**src/rtl/keypad_input.sv**
```systemverilog
// 4x5 key matrix scanner: synchronises, debounces and encodes one key press
// into an input-interface command that is held until the controller acknowledges it.

package keypad_input_pkg;
    localparam int unsigned IC_N = 5;

    localparam logic [IC_N-1:0] IC_NONE = 5'd0;
    localparam logic [IC_N-1:0] IC_NUM0 = 5'd1;
    localparam logic [IC_N-1:0] IC_NUM1 = 5'd2;
    localparam logic [IC_N-1:0] IC_NUM2 = 5'd3;
    localparam logic [IC_N-1:0] IC_NUM3 = 5'd4;
    localparam logic [IC_N-1:0] IC_NUM4 = 5'd5;
    localparam logic [IC_N-1:0] IC_NUM5 = 5'd6;
    localparam logic [IC_N-1:0] IC_NUM6 = 5'd7;
    localparam logic [IC_N-1:0] IC_NUM7 = 5'd8;
    localparam logic [IC_N-1:0] IC_NUM8 = 5'd9;
    localparam logic [IC_N-1:0] IC_NUM9 = 5'd10;
    localparam logic [IC_N-1:0] IC_EXAD = 5'd11;
    localparam logic [IC_N-1:0] IC_EXSB = 5'd12;
    localparam logic [IC_N-1:0] IC_EXMU = 5'd13;
    localparam logic [IC_N-1:0] IC_EXDI = 5'd14;
    localparam logic [IC_N-1:0] IC_EXOK = 5'd15;
    localparam logic [IC_N-1:0] IC_EXLP = 5'd16;
    localparam logic [IC_N-1:0] IC_EXRP = 5'd17;
    localparam logic [IC_N-1:0] IC_CLBK = 5'd18;
    localparam logic [IC_N-1:0] IC_CLCL = 5'd19;
endpackage

module keypad_input
    import keypad_input_pkg::*;
#(
    parameter int unsigned SCAN_DIV   = 64,
    parameter int unsigned DEB_FRAMES = 4
) (
    input  logic            Clock,
    input  logic            Reset,
    input  logic [3:0]      kp_row,
    output logic [4:0]      kp_col,
    output logic [IC_N-1:0] in_cmd,
    input  logic            in_ack
);

    localparam int unsigned ROWS   = 4;
    localparam int unsigned COLS   = 5;
    localparam int unsigned SLOT_W = (SCAN_DIV > 1) ? $clog2(SCAN_DIV) : 1;
    localparam int unsigned DEB_W  = $clog2(DEB_FRAMES + 1);

    typedef enum logic [1:0] {
        SCAN     = 2'd0,
        DEBOUNCE = 2'd1,
        HOLD     = 2'd2,
        WAIT_REL = 2'd3
    } state_t;

    logic [ROWS-1:0]   r_row_meta;
    logic [ROWS-1:0]   r_row_sync;
    logic [SLOT_W-1:0] r_slot_cnt;
    logic [2:0]        r_col;
    logic [COLS-1:0]   r_kp_col;

    logic [1:0]        r_hits;
    logic [1:0]        r_hit_row;
    logic [2:0]        r_hit_col;

    state_t            r_state;
    state_t            w_state_nxt;
    logic [1:0]        r_cand_row;
    logic [2:0]        r_cand_col;
    logic [1:0]        w_cand_row_nxt;
    logic [2:0]        w_cand_col_nxt;
    logic [DEB_W-1:0]  r_frm_cnt;
    logic [DEB_W-1:0]  w_frm_cnt_nxt;
    logic [IC_N-1:0]   r_in_cmd;
    logic [IC_N-1:0]   w_in_cmd_nxt;

    logic              w_sample_end;
    logic              w_frame_end;
    logic [ROWS-1:0]   w_row_low;
    logic [1:0]        w_slot_hits;
    logic [1:0]        w_slot_row;
    logic [2:0]        w_hit_sum;
    logic [1:0]        w_tot_hits;
    logic [1:0]        w_key_row;
    logic [2:0]        w_key_col;
    logic              w_frame_key;
    logic              w_frame_none;

    assign kp_col = r_kp_col;
    assign in_cmd = r_in_cmd;

    function automatic logic [IC_N-1:0] key_code(input logic [1:0] row, input logic [2:0] col);
        logic [IC_N-1:0] code;
        case ({row, col})
            {2'd0, 3'd0}: code = IC_NUM7;
            {2'd0, 3'd1}: code = IC_NUM8;
            {2'd0, 3'd2}: code = IC_NUM9;
            {2'd0, 3'd3}: code = IC_EXDI;
            {2'd0, 3'd4}: code = IC_CLBK;
            {2'd1, 3'd0}: code = IC_NUM4;
            {2'd1, 3'd1}: code = IC_NUM5;
            {2'd1, 3'd2}: code = IC_NUM6;
            {2'd1, 3'd3}: code = IC_EXMU;
            {2'd1, 3'd4}: code = IC_CLCL;
            {2'd2, 3'd0}: code = IC_NUM1;
            {2'd2, 3'd1}: code = IC_NUM2;
            {2'd2, 3'd2}: code = IC_NUM3;
            {2'd2, 3'd3}: code = IC_EXSB;
            {2'd2, 3'd4}: code = IC_EXLP;
            {2'd3, 3'd0}: code = IC_NUM0;
            {2'd3, 3'd1}: code = IC_EXOK;
            {2'd3, 3'd2}: code = IC_EXAD;
            {2'd3, 3'd3}: code = IC_EXRP;
            default:      code = IC_NONE;
        endcase
        return code;
    endfunction

    // Two-flop synchroniser for the asynchronous row inputs
    always_ff @(posedge Clock or negedge Reset) begin
        if (!Reset) begin
            r_row_meta <= 4'hF;
            r_row_sync <= 4'hF;
        end else begin
            r_row_meta <= kp_row;
            r_row_sync <= r_row_meta;
        end
    end

    assign w_sample_end = (r_slot_cnt == SLOT_W'(SCAN_DIV - 1));
    assign w_frame_end  = w_sample_end && (r_col == 3'd4);

    // Column slot timer and one-cold column drive
    always_ff @(posedge Clock or negedge Reset) begin
        if (!Reset) begin
            r_slot_cnt <= '0;
            r_col      <= 3'd0;
            r_kp_col   <= 5'b11110;
        end else if (w_sample_end) begin
            r_slot_cnt <= '0;
            r_col      <= (r_col == 3'd4) ? 3'd0 : r_col + 3'd1;
            r_kp_col   <= {r_kp_col[3:0], r_kp_col[4]};
        end else begin
            r_slot_cnt <= r_slot_cnt + SLOT_W'(1);
        end
    end

    // Row hits in the current slot; the unused r3c4 position is masked out
    always_comb begin
        w_row_low   = ~r_row_sync;
        w_slot_hits = 2'd0;
        w_slot_row  = 2'd0;
        if (r_col == 3'd4) begin
            w_row_low[3] = 1'b0;
        end
        for (int i = 0; i < ROWS; i++) begin
            if (w_row_low[i]) begin
                w_slot_row = 2'(i);
                if (w_slot_hits != 2'd2) begin
                    w_slot_hits = w_slot_hits + 2'd1;
                end
            end
        end
    end

    assign w_hit_sum    = 3'(r_hits) + 3'(w_slot_hits);
    assign w_tot_hits   = (w_hit_sum > 3'd2) ? 2'd2 : w_hit_sum[1:0];
    assign w_key_row    = (r_hits != 2'd0) ? r_hit_row : w_slot_row;
    assign w_key_col    = (r_hits != 2'd0) ? r_hit_col : r_col;
    assign w_frame_key  = w_frame_end && (w_tot_hits == 2'd1);
    assign w_frame_none = w_frame_end && (w_tot_hits == 2'd0);

    // Frame capture: saturating hit count plus the position of the first hit
    always_ff @(posedge Clock or negedge Reset) begin
        if (!Reset) begin
            r_hits    <= 2'd0;
            r_hit_row <= 2'd0;
            r_hit_col <= 3'd0;
        end else if (w_frame_end) begin
            r_hits    <= 2'd0;
            r_hit_row <= 2'd0;
            r_hit_col <= 3'd0;
        end else if (w_sample_end) begin
            r_hits    <= w_tot_hits;
            r_hit_row <= w_key_row;
            r_hit_col <= w_key_col;
        end
    end

    always_ff @(posedge Clock or negedge Reset) begin
        if (!Reset) begin
            r_state    <= SCAN;
            r_cand_row <= 2'd0;
            r_cand_col <= 3'd0;
            r_frm_cnt  <= '0;
            r_in_cmd   <= IC_NONE;
        end else begin
            r_state    <= w_state_nxt;
            r_cand_row <= w_cand_row_nxt;
            r_cand_col <= w_cand_col_nxt;
            r_frm_cnt  <= w_frm_cnt_nxt;
            r_in_cmd   <= w_in_cmd_nxt;
        end
    end

    // Acceptance FSM; r_frm_cnt counts matching frames, then release frames
    always_comb begin
        w_state_nxt    = r_state;
        w_cand_row_nxt = r_cand_row;
        w_cand_col_nxt = r_cand_col;
        w_frm_cnt_nxt  = r_frm_cnt;
        w_in_cmd_nxt   = r_in_cmd;
        case (r_state)
            SCAN: begin
                if (w_frame_key) begin
                    w_cand_row_nxt = w_key_row;
                    w_cand_col_nxt = w_key_col;
                    w_frm_cnt_nxt  = DEB_W'(1);
                    if (DEB_FRAMES == 1) begin
                        w_state_nxt  = HOLD;
                        w_in_cmd_nxt = key_code(w_key_row, w_key_col);
                    end else begin
                        w_state_nxt = DEBOUNCE;
                    end
                end
            end
            DEBOUNCE: begin
                if (w_frame_end) begin
                    if (w_frame_key && (w_key_row == r_cand_row) && (w_key_col == r_cand_col)) begin
                        w_frm_cnt_nxt = r_frm_cnt + DEB_W'(1);
                        if (r_frm_cnt == DEB_W'(DEB_FRAMES - 1)) begin
                            w_state_nxt  = HOLD;
                            w_in_cmd_nxt = key_code(r_cand_row, r_cand_col);
                        end
                    end else begin
                        w_state_nxt   = SCAN;
                        w_frm_cnt_nxt = '0;
                    end
                end
            end
            HOLD: begin
                if (in_ack) begin
                    w_state_nxt   = WAIT_REL;
                    w_in_cmd_nxt  = IC_NONE;
                    w_frm_cnt_nxt = '0;
                end
            end
            WAIT_REL: begin
                if (w_frame_end) begin
                    if (w_frame_none) begin
                        if (r_frm_cnt == DEB_W'(DEB_FRAMES - 1)) begin
                            w_state_nxt   = SCAN;
                            w_frm_cnt_nxt = '0;
                        end else begin
                            w_frm_cnt_nxt = r_frm_cnt + DEB_W'(1);
                        end
                    end else begin
                        w_frm_cnt_nxt = '0;
                    end
                end
            end
            default: begin
                w_state_nxt = SCAN;
            end
        endcase
    end

endmodule

```
**config.mk**
```make
export PLATFORM = sky130hd
export DESIGN_NAME = keypad_input
export DESIGN_NICKNAME = d
export VERILOG_FILES = /design/src/rtl/keypad_input.sv
export SDC_FILE = /design/constraint.sdc
export NUM_CORES = 1
export LEC_CHECK = 0
export CORE_UTILIZATION = 45
export CTS_CLUSTER_SIZE = 10
export DETAILED_ROUTE_END_ITERATION = 6
export GPL_TIMING_DRIVEN = 0
export PLACE_DENSITY = 0.69
export SETUP_SLACK_MARGIN = 0.2
export SYNTH_ARGS = -nofsm -noshare
export SYNTH_HDL_FRONTEND = slang
export SYNTH_SLANG_ARGS = --single-unit
```
**constraint.sdc**
```tcl
create_clock -name Clock -period 4.9 [get_ports Clock]
set_input_delay 0.98 -clock Clock [delete_from_list [all_inputs] [get_ports Clock]]
set_output_delay 0.98 -clock Clock [all_outputs]
set_load 0.005 [all_outputs]
```
==> results_dict.tcl, run 1 <==
set metrics [dict create \
    clockBufferDepth 2 \
    grt_antenna_before_repair 0 \
    worstPathMaxFanout 9 \
    async_reset_ff_frac 1.00 \
    avgViaCountPerCell 5.49 \
    cp_top_family "simple AND/OR/NAND/NOR gates" \
    multi_input_area_um2 1350 \
    holdPathStages 0 \
    die_w_um 77.4 \
    die_height_um 77.4 \
    fill_cells 474 \
    critPathKind "reg -> reg" \
    tightestPinTransition_ns 0.572 \
    yosysTopAreaCell "dfrtp_1" \
    ys_seq_area_frac 0.437 \
    critPathLaunchType "flip-flop" \
    period_share 0.790 \
    fmax_ghz 0.258 \
    grt_overflow 0 \
    n_antenna_cell 0 \
    cp-endpoint "r_frm_cnt[0]$_DFFE_PN0P_" \
    finalMaxSlewViolations 0 \
    cts-resized-gates 0 \
    min_period_ns 3.87 \
    rows 27 \
    gp_congestion 0.873 \
    r2r_end "r_frm_cnt[0]$_DFFE_PN0P_" \
    rsz0062_at_grt "no" \
    io_buffers 16 \
    dp_hpwl_mm 3.65 \
    ir_drop_v 0.000133 \
    cts_max_level 2 \
    synth_edf_count 0 \
    core_area_um2 5510 \
    skew_ns 0.00718 \
    fin_tns_setup_ns 0 \
    synth-main-ff-cell "dfrtp_1" \
    first_pass_iters 4 \
    start_util 0.464 \
    end_kind "flip-flop" \
    ios 17 \
    root_buffer "clkbuf_8" \
    grt_pass1_wl_mm 9.08 \
    regArea_um2 1120 \
    drt_iter0_drc 94 \
    slowest_delay_ns 0.52 \
    grt_pass1_vias 1964 \
    reg2reg_slack_ns 1.03 \
    leakage_nw 1.24 \
    synth.distinct_cells 65 \
    synth.top_cell.area_share 0.313 \
    cts_hold_buf 0 \
    cts.sinks 44 \
    syn_nets 282 \
    drive_gt1_frac 0.157 \
    drv_cap 0 \
    syn-mean-instance-area_um2 9.79 \
    synth_seq_cells 44 \
    die_area_um2 5990 \
    crit_required_ns 5.12 \
    area_delta_synth_final_pct 14.5 \
    worst-path-stages 13 \
    arrival_ns 4.09 \
    clk_latency_ns 0.30 \
    routedWlPerCell_um 14.2 \
    num_vias 1966 \
    reg2reg_from "r_row_sync[2]$_DFF_PN1_" \
    grt_max_degree 25 \
    cts_tree "done" \
    final_util 0.532 \
    critPathLaunch "r_row_sync[2]$_DFF_PN1_" \
    hold_viol_final 0 \
    outcome "finished, final reports clean" \
    remaining_drc_errors 0 \
    routed_wl_mm 5.09 \
    ant_nets 0 \
    fin_nets 306 \
    synthesis.area_um2 2560 \
    critPathBufInv 2 \
    post_cts_buffers 0 \
    hold_path.class "reg -> reg" \
    p_per_area_nw_per_um2 227 \
    yosys-top-cells-area "dfrtp_1, dfstp_2, ha_1" \
    path_clk_slew_ns 0.08 \
    reg2regPathDepth 13 \
    path_cells "clkbuf_1 > mux2i_1 > ha_1 > nor2_1 > a21oi_1 > ha_1 > inv_1 > fa_1 > nand3_1 > or3_4 > a221oi_4 > nand4_1 > a31oi_1" \
    synthCells 261 \
    slew_headroom 0.609 \
    worst_path_max_delay_cell "dfstp_2" \
    numCtsBuffers 5 \
    grt_use_total 0.190 \
    finalSetupViolCount 0 \
    crit_top_cell "ha_1" \
    yosysWarnings 0 \
]
-- cell usage after synthesis, drive strengths merged (3+ instances only) --
cell     n
nand2   37
dfrtp   32
o21ai   19
inv     15
nor2    15
a21oi   14
ha      13
dfstp   12
nand3   10
xnor2   10
nand4    8
clkbuf   7
mux2i    7
a31oi    4
and2     3
and4     3
-- per-layer routing --
layer,vias up,part of all wire,global-route usage
met5,-,0,0
met4,0,0.012,0.0585
met3,6,0.039,0.0424
met2,40,0.48,0.313
met1,938,0.47,0.249
li1,982,-,-
-- worst register-to-register path, stage by stage (launching register included) --
cell and delay [ns]:
dfstp_2 0.52, clkbuf_1 0.30, mux2i_1 0.30, ha_1 0.18, nor2_1 0.04, a21oi_1 0.16, ha_1 0.18, inv_1 0.05
fa_1 0.51, nand3_1 0.15, or3_4 0.43, a221oi_4 0.40, nand4_1 0.31, a31oi_1 0.26
-- how the worst min path moves through the flow --
stage	start	to	slack, ns
3_3_place_gp	r_row_meta[0]$_DFF_PN1_	r_row_sync[0]$_DFF_PN1_	0.35
6_report	r_row_meta[3]$_DFF_PN1_	r_row_sync[3]$_DFF_PN1_	0.36
4_1_cts	r_row_meta[2]$_DFF_PN1_	r_row_sync[2]$_DFF_PN1_	0.36
5_1_grt	r_row_meta[3]$_DFF_PN1_	r_row_sync[3]$_DFF_PN1_	0.36
2_1_floorplan	r_row_meta[0]$_DFF_PN1_	r_row_sync[0]$_DFF_PN1_	0.35
3_5_place_dp	r_row_meta[3]$_DFF_PN1_	r_row_sync[3]$_DFF_PN1_	0.35
-- layout make-up --
| class | count | share of cell area |
|---|---|---|
| Timing Repair Buffer | 17 | 0.0598 |
| Sequential cell | 44 | 0.381 |
| Inverter | 15 | 0.0192 |
| Clock buffer | 6 | 0.0321 |
| Tap cell | 72 | 0.0308 |
| Clock inverter | 2 | 0.00427 |
| Buffer | 9 | 0.0132 |
| Multi-Input combinational cell | 193 | 0.459 |
-- where the power goes --
| group | total [W] | internal (W) | switching [W] |
|---|---|---|---|
| Sequential | 0.000370 | 0.000369 | 0.00000146 |
| Combinational | 0.0000354 | 0.0000139 | 0.0000215 |
| Clock | 0.000259 | 0.000130 | 0.000128 |
| Total | 0.000665 | 0.000513 | 0.000151 |
-- stage by stage --
stage	total power [W]	setup WS, ns	instance area (µm²)	hold WS (ns)	cells
floorplan	0.000395	1.55	2560	0.345	261
global placement	0.000411	1.12	2810	0.345	349
detailed placement	0.000413	1.07	2820	0.348	350
CTS	0.000673	1.04	2930	0.361	358
global route	0.000692	0.749	2930	0.362	358
finish	0.000665	1.03	2930	0.359	358
-- kinds of logic (layout without fill, tap and decap cells) --
kind of cell / after synthesis / after routing / share of synthesized area
compound gates: 64 / 64 / 0.182
xor+xnor: 12 / 12 / 0.0441
fa+ha+maj: 14 / 14 / 0.0715
buf+inv: 24 / 49 / 0.0372
flops: 44 / 44 / 0.437
mux: 9 / 9 / 0.0362
simple gates: 94 / 94 / 0.193
-- state kept, by name (all words and copies together) (netlist names), named ones only --
signal,count
r_hit_col,3
r_col,3
r_cand_row,2
r_state,1
r_hit_row,2
r_cand_col,3
in_cmd,5
r_row_meta,4
r_hits,2
r_row_sync,4
kp_col,5
r_frm_cnt,3
r_slot_cnt,6
-- placed cells by master, fill, tap and decap left out, types with 2 or more instances in the layout --
cell type | netlist | layout
nand2_1 | 36 | 36
dfrtp_1 | 32 | 32
o21ai_0 | 18 | 18
inv_1 | 15 | 15
clkdlybuf4s50_1 | 0 | 15
nor2_1 | 14 | 14
a21oi_1 | 13 | 13
ha_1 | 13 | 13
dfstp_2 | 12 | 12
nand3_1 | 9 | 9
xnor2_1 | 9 | 9
clkbuf_1 | 7 | 7
mux2i_1 | 7 | 7
nand4_1 | 7 | 7
clkbuf_8 | 0 | 5
a31oi_1 | 4 | 4
and2_1 | 3 | 3
and4_1 | 3 | 3
xor2_1 | 2 | 2
nor2b_1 | 2 | 2
nand3b_1 | 2 | 2
buf_2 | 1 | 2
nand2b_1 | 2 | 2
mux2_2 | 2 | 2
nand4b_1 | 2 | 2
a311o_1 | 2 | 2
a32o_1 | 2 | 2
o211ai_1 | 2 | 2
a41o_2 | 2 | 2
Note: power is estimated with default switching activity, not from simulation.
==> run 2, diff against run 1 <==
==> constraint.sdc (replaced) <==
create_clock -name Clock -period 3.8 [get_ports Clock]
set_input_delay 0.76 -clock Clock [delete_from_list [all_inputs] [get_ports Clock]]
set_output_delay 0.76 -clock Clock [all_outputs]
set_load 0.005 [all_outputs]
==> run 2 against run 1 <==
Net effect: clock power is 29% higher; register-to-register slack worse by 0.73 ns; critical path depth is 1 higher; largest power group unchanged; critical endpoint unchanged; sequential power is 30% higher.
==> results_dict.tcl, run 2 (synthesized netlist as in run 1, its figures left out) <==
set metrics [dict create \
    root_buffer "clkbuf_8" \
    clk_latency_ns 0.30 \
    drive_gt1_frac 0.219 \
    path_clk_slew_ns 0.08 \
    leakage_nw 1.27 \
    crit_required_ns 4.02 \
    fmax_ghz 0.285 \
    slowest_delay_ns 0.58 \
    grt_use_total 0.193 \
    hold_viol_final 0 \
    numCtsBuffers 5 \
    finalSetupViolCount 0 \
    tightestPinTransition_ns 0.587 \
    largest_reg_flops 6 \
    min_period_ns 3.51 \
    rows 27 \
    reg2reg_slack_ns 0.29 \
    cts_max_level 2 \
    hold_path.class "reg -> reg" \
    layout_common_cells "nand2_1, dfrtp_1, o21ai_0" \
    start_util 0.464 \
    grt_pass1_wl_mm 9.18 \
    worst_path_max_delay_cell "dfstp_2" \
    fin_area_um2 3050 \
    top_register "r_slot_cnt" \
    fin_nets 312 \
    grt_max_degree 25 \
    final_common_cell "nand2_1" \
    end_kind "flip-flop" \
    skew_ns 0.00925 \
    critPathKind "reg -> reg" \
    cp_top_family "adder cells" \
    drt_iter0_drc 113 \
    reg2regPathDepth 14 \
    die_area_um2 5990 \
    routedWlPerCell_um 14.5 \
    reg2reg_from "r_row_sync[1]$_DFF_PN1_" \
    finalMaxSlewViolations 0 \
    outcome "finished, final reports clean" \
    io_buffers 16 \
    critPathLaunchType "flip-flop" \
    hold_end "r_row_sync[3]$_DFF_PN1_" \
    worstPathMaxFanout 5 \
    first_pass_iters 4 \
    routed_wl_mm 5.28 \
    dp_hpwl_mm 3.65 \
    grt_overflow 0 \
    rsz0062_at_grt "yes" \
    cts.sinks 44 \
    arrival_ns 3.72 \
    path_cells "inv_2 > ha_4 > mux2i_4 > ha_2 > nor2_2 > a21oi_2 > ha_2 > inv_2 > fa_1 > nand3_2 > or3_4 > a221oi_4 > nand4_1 > a31oi_1" \
    grt_pass1_vias 1980 \
    die_w_um 77.4 \
    p_per_area_nw_per_um2 286 \
    die_height_um 77.4 \
    clockBufferDepth 2 \
    placed_cell_area_um2 2820 \
    core_area_um2 5510 \
    area_delta_synth_final_pct 19.3 \
    num_vias 2007 \
    critPathBufInv 2 \
    ios 17 \
    cts_tree "done" \
    drv_cap 0 \
    r2r_end "r_frm_cnt[0]$_DFFE_PN0P_" \
    period_share 0.922 \
    avgViaCountPerCell 5.51 \
    fin_hold_ws_ns 0.359 \
    ir_drop_v 0.000174 \
    holdPathStages 0 \
    hold_start "r_row_meta[3]$_DFF_PN1_" \
    remaining_drc_errors 0 \
    slew_headroom 0.605 \
    gp_congestion 0.873 \
    grt_antenna_before_repair 0 \
    ant_nets 0 \
    n_antenna_cell 0 \
]
-- run 2: what timing repair did --
action,in CTS,in global routing
hold buffers,0,0
buffers inserted,6,1
cloned,0,0
pin swaps,6,7
endpoints found under the setup margin,10,12
resized for setup,6,13
-- run 2: cell type report --
class / instances / area [µm²]
multi-input combinational: 193 / 1410
inverter: 15 / 56.3
fill: 476 / 2460
sequential: 44 / 1120
tap: 72 / 90.1
clock buffer: 6 / 93.8
buffer: 8 / 35.0
clock inverter: 2 / 12.5
timing repair buffer: 24 / 235
-- run 2: how the worst max path moves through the flow --
stage | from | to | cells past startpoint
5_1_grt | r_row_sync[1]$_DFF_PN1_ | r_frm_cnt[0]$_DFFE_PN0P_ | 14
3_5_place_dp | r_row_sync[2]$_DFF_PN1_ | r_frm_cnt[0]$_DFFE_PN0P_ | 13
6_report | r_row_sync[1]$_DFF_PN1_ | r_frm_cnt[0]$_DFFE_PN0P_ | 14
4_1_cts | r_row_sync[0]$_DFF_PN1_ | r_frm_cnt[0]$_DFFE_PN0P_ | 14
2_1_floorplan | r_row_sync[0]$_DFF_PN1_ | in_cmd[2]$_DFFE_PN0P_ | 14
3_3_place_gp | r_row_sync[2]$_DFF_PN1_ | r_frm_cnt[0]$_DFFE_PN0P_ | 13
-- run 2: per-stage QoR --
stage	power (W)	TNS (ns)	instances	utilization	worst slack [ns]
2_1_floorplan	0.000509	0	261	-	0.447
3_3_place_gp	0.000530	0	349	0.510	0.0193
3_5_place_dp	0.000533	-0.0681	350	0.512	-0.0320
4_1_cts	0.000875	0	363	0.544	0.192
5_1_grt	0.000910	0	364	0.554	0.139
6_report	0.000873	0	364	0.554	0.295
-- run 2: report_power, final --
group | switching, W | internal [W]
sequential | 0.00000432 | 0.000476
combinational | 0.0000316 | 0.0000284
clock | 0.000164 | 0.000168
total | 0.000200 | 0.000672
-- run 2: layer usage --
layer / vias up / GRT usage / share of wire
met5: - / 0 / 0
li1: 997 / - / -
met2: 34 / 0.319 / 0.48
met1: 969 / 0.251 / 0.48
met3: 7 / 0.0400 / 0.028
met4: 0 / 0.0623 / 0.012
==> run 3, diff against run 2 <==
--- a/config.mk
+++ b/config.mk
@@ -5,6 +5,7 @@
 export SDC_FILE = /design/constraint.sdc
 export NUM_CORES = 1
 export LEC_CHECK = 0
+export CORE_MARGIN = 2
 export CORE_UTILIZATION = 45
 export CTS_CLUSTER_SIZE = 10
 export DETAILED_ROUTE_END_ITERATION = 6
==> run 3 against run 2 <==
Net effect: die area grew 5.2%; worst setup slack better by 0.032 ns; final cell count increased by 1.4%; global-route usage fell by 0.16 points; sequential cell count unchanged; largest cell class unchanged; clock skew shrank 0.0028 ns; core utilization is 1.2 points higher; largest power group unchanged; combinational power up 12%; via count grew 2.9%; maximum frequency rose by 0.93%; hold slack improved by 0.00067 ns; sequential share of layout area shrank 0.78 points.
==> results_dict.tcl, run 3 (synthesized netlist as in run 1, its figures left out) <==
set metrics [dict create \
    ir_drop_v 0.000194 \
    final_common_cell "nand2_1" \
    stdcell_count 369 \
    leakage_nw 1.31 \
    min_period_ns 3.47 \
    gp_congestion 0.870 \
    skew_ns 0.00640 \
    hold_viol_final 0 \
    n_antenna_cell 0 \
    die_area_um2 6300 \
    grt_antenna_before_repair 0 \
    cts_max_level 2 \
    area_delta_synth_final_pct 21.9 \
    finalSetupViolCount 0 \
    period_share 0.914 \
    top_register "r_slot_cnt" \
    finalMaxSlewViolations 0 \
    outcome "finished, final reports clean" \
    power_w 0.000918 \
    cp_top_family "adder cells" \
    grt_max_degree 28 \
    slew_headroom 0.573 \
    core_area_um2 5510 \
    clockBufferDepth 2 \
    fin_nets 317 \
    post-place-cells 350 \
    die_height_um 79.4 \
    worst-path-stages 15 \
    rsz0062_at_grt "yes" \
    avgViaCountPerCell 5.60 \
    drv_cap 0 \
    placed_cell_area_um2 2820 \
    io_buffers 16 \
    path_clk_slew_ns 0.09 \
    critPathBufInv 3 \
    grt_use_total 0.191 \
    holdPathStages 0 \
    fmax_ghz 0.288 \
    numCtsBuffers 5 \
    worst_path_max_delay_cell "dfstp_2" \
    grt_pass1_vias 2026 \
    reg2regPathDepth 15 \
    end_kind "flip-flop" \
    hold_path.class "reg -> reg" \
    tightestPinTransition_ns 0.625 \
    num_vias 2065 \
    routed_wl_mm 5.44 \
    critPathLaunchType "flip-flop" \
    grt_pass1_wl_mm 9.54 \
    die_w_um 79.4 \
    drt_iter0_drc 112 \
    drive_gt1_frac 0.239 \
    fin_area_um2 3120 \
    dp_hpwl_mm 3.78 \
    p_per_area_nw_per_um2 294 \
    path_cells "buf_6 > ha_4 > inv_2 > mux2i_4 > ha_2 > nor2_2 > a21oi_2 > ha_2 > inv_2 > fa_1 > nand3_2 > or3_4 > a221oi_4 > nand4_1 > a31oi_1" \
    cts_tree "done" \
    start_util 0.464 \
    slowest_delay_ns 0.56 \
    grt_overflow 0 \
    arrival_ns 3.69 \
    remaining_drc_errors 0 \
    ios 17 \
    ant_nets 0 \
    final_util 0.566 \
    routedWlPerCell_um 14.7 \
    critPathKind "reg -> reg" \
    first_pass_iters 4 \
    largest_reg_flops 6 \
    worstPathMaxFanout 5 \
    clk_latency_ns 0.30 \
    crit_required_ns 4.02 \
    cts.sinks 44 \
    layout_common_cells "nand2_1, dfrtp_1, o21ai_0" \
    rows 27 \
    root_buffer "clkbuf_8" \
]
## run 3: stage by stage
step | setup TNS [ns] | hold WS (ns) | worst slack, ns
floorplan | 0 | 0.345 | 0.447
global placement | 0 | 0.345 | 0.0168
detailed placement | -0.0966 | 0.349 | -0.0349
CTS | 0 | 0.362 | 0.182
global route | 0 | 0.369 | 0.141
finish | 0 | 0.360 | 0.327
## run 3: report_power, final
part	switching, W	internal, W	total (W)
Combinational	0.0000342	0.0000326	0.0000668
Clock	0.000173	0.000198	0.000371
Sequential	0.00000390	0.000476	0.000480
## run 3: final timing paths
kind / start / to / slack (ns)
min: r_row_meta[1]$_DFF_PN1_ / r_row_sync[1]$_DFF_PN1_ / 0.36
min in group asynchronous: Reset / r_hit_col[0]$_DFFE_PN0P_ / 0.39
max reg2reg: r_row_sync[1]$_DFF_PN1_ / r_frm_cnt[0]$_DFFE_PN0P_ / 0.33
max: r_row_sync[1]$_DFF_PN1_ / r_frm_cnt[0]$_DFFE_PN0P_ / 0.33
max in group asynchronous: Reset / kp_col[3]$_DFFE_PN1N_ / 2.85
min reg2reg: r_row_meta[1]$_DFF_PN1_ / r_row_sync[1]$_DFF_PN1_ / 0.36
## run 3: area by class of cell
cell class	instances	area, µm²
inverter	15	56.3
clock buffer	5	68.8
tap	72	90.1
fill	479	2390
buffer	8	35.0
multi-input combinational	193	1420
timing repair buffer	29	280
clock inverter	3	47.5
sequential	44	1120
## run 3: layer usage
layer / wire length (µm) / vias to the layer above / share of wire / track usage
li1: - / 1010 / - / -
met1: 2570 / 1022 / 0.47 / 0.248
met2: 2660 / 27 / 0.49 / 0.326
met3: 151 / 6 / 0.028 / 0.0351
met4: 60 / 0 / 0.011 / 0.0552
met5: 0 / - / 0 / 0
## run 3: timing repair
item / CTS / global route
pin swaps: 11 / 10
setup endpoints to repair: 11 / 11
buffers inserted: 8 / 4
hold endpoints to repair: 0 / 0
resized for setup: 21 / 3
hold buffers: 0 / 0
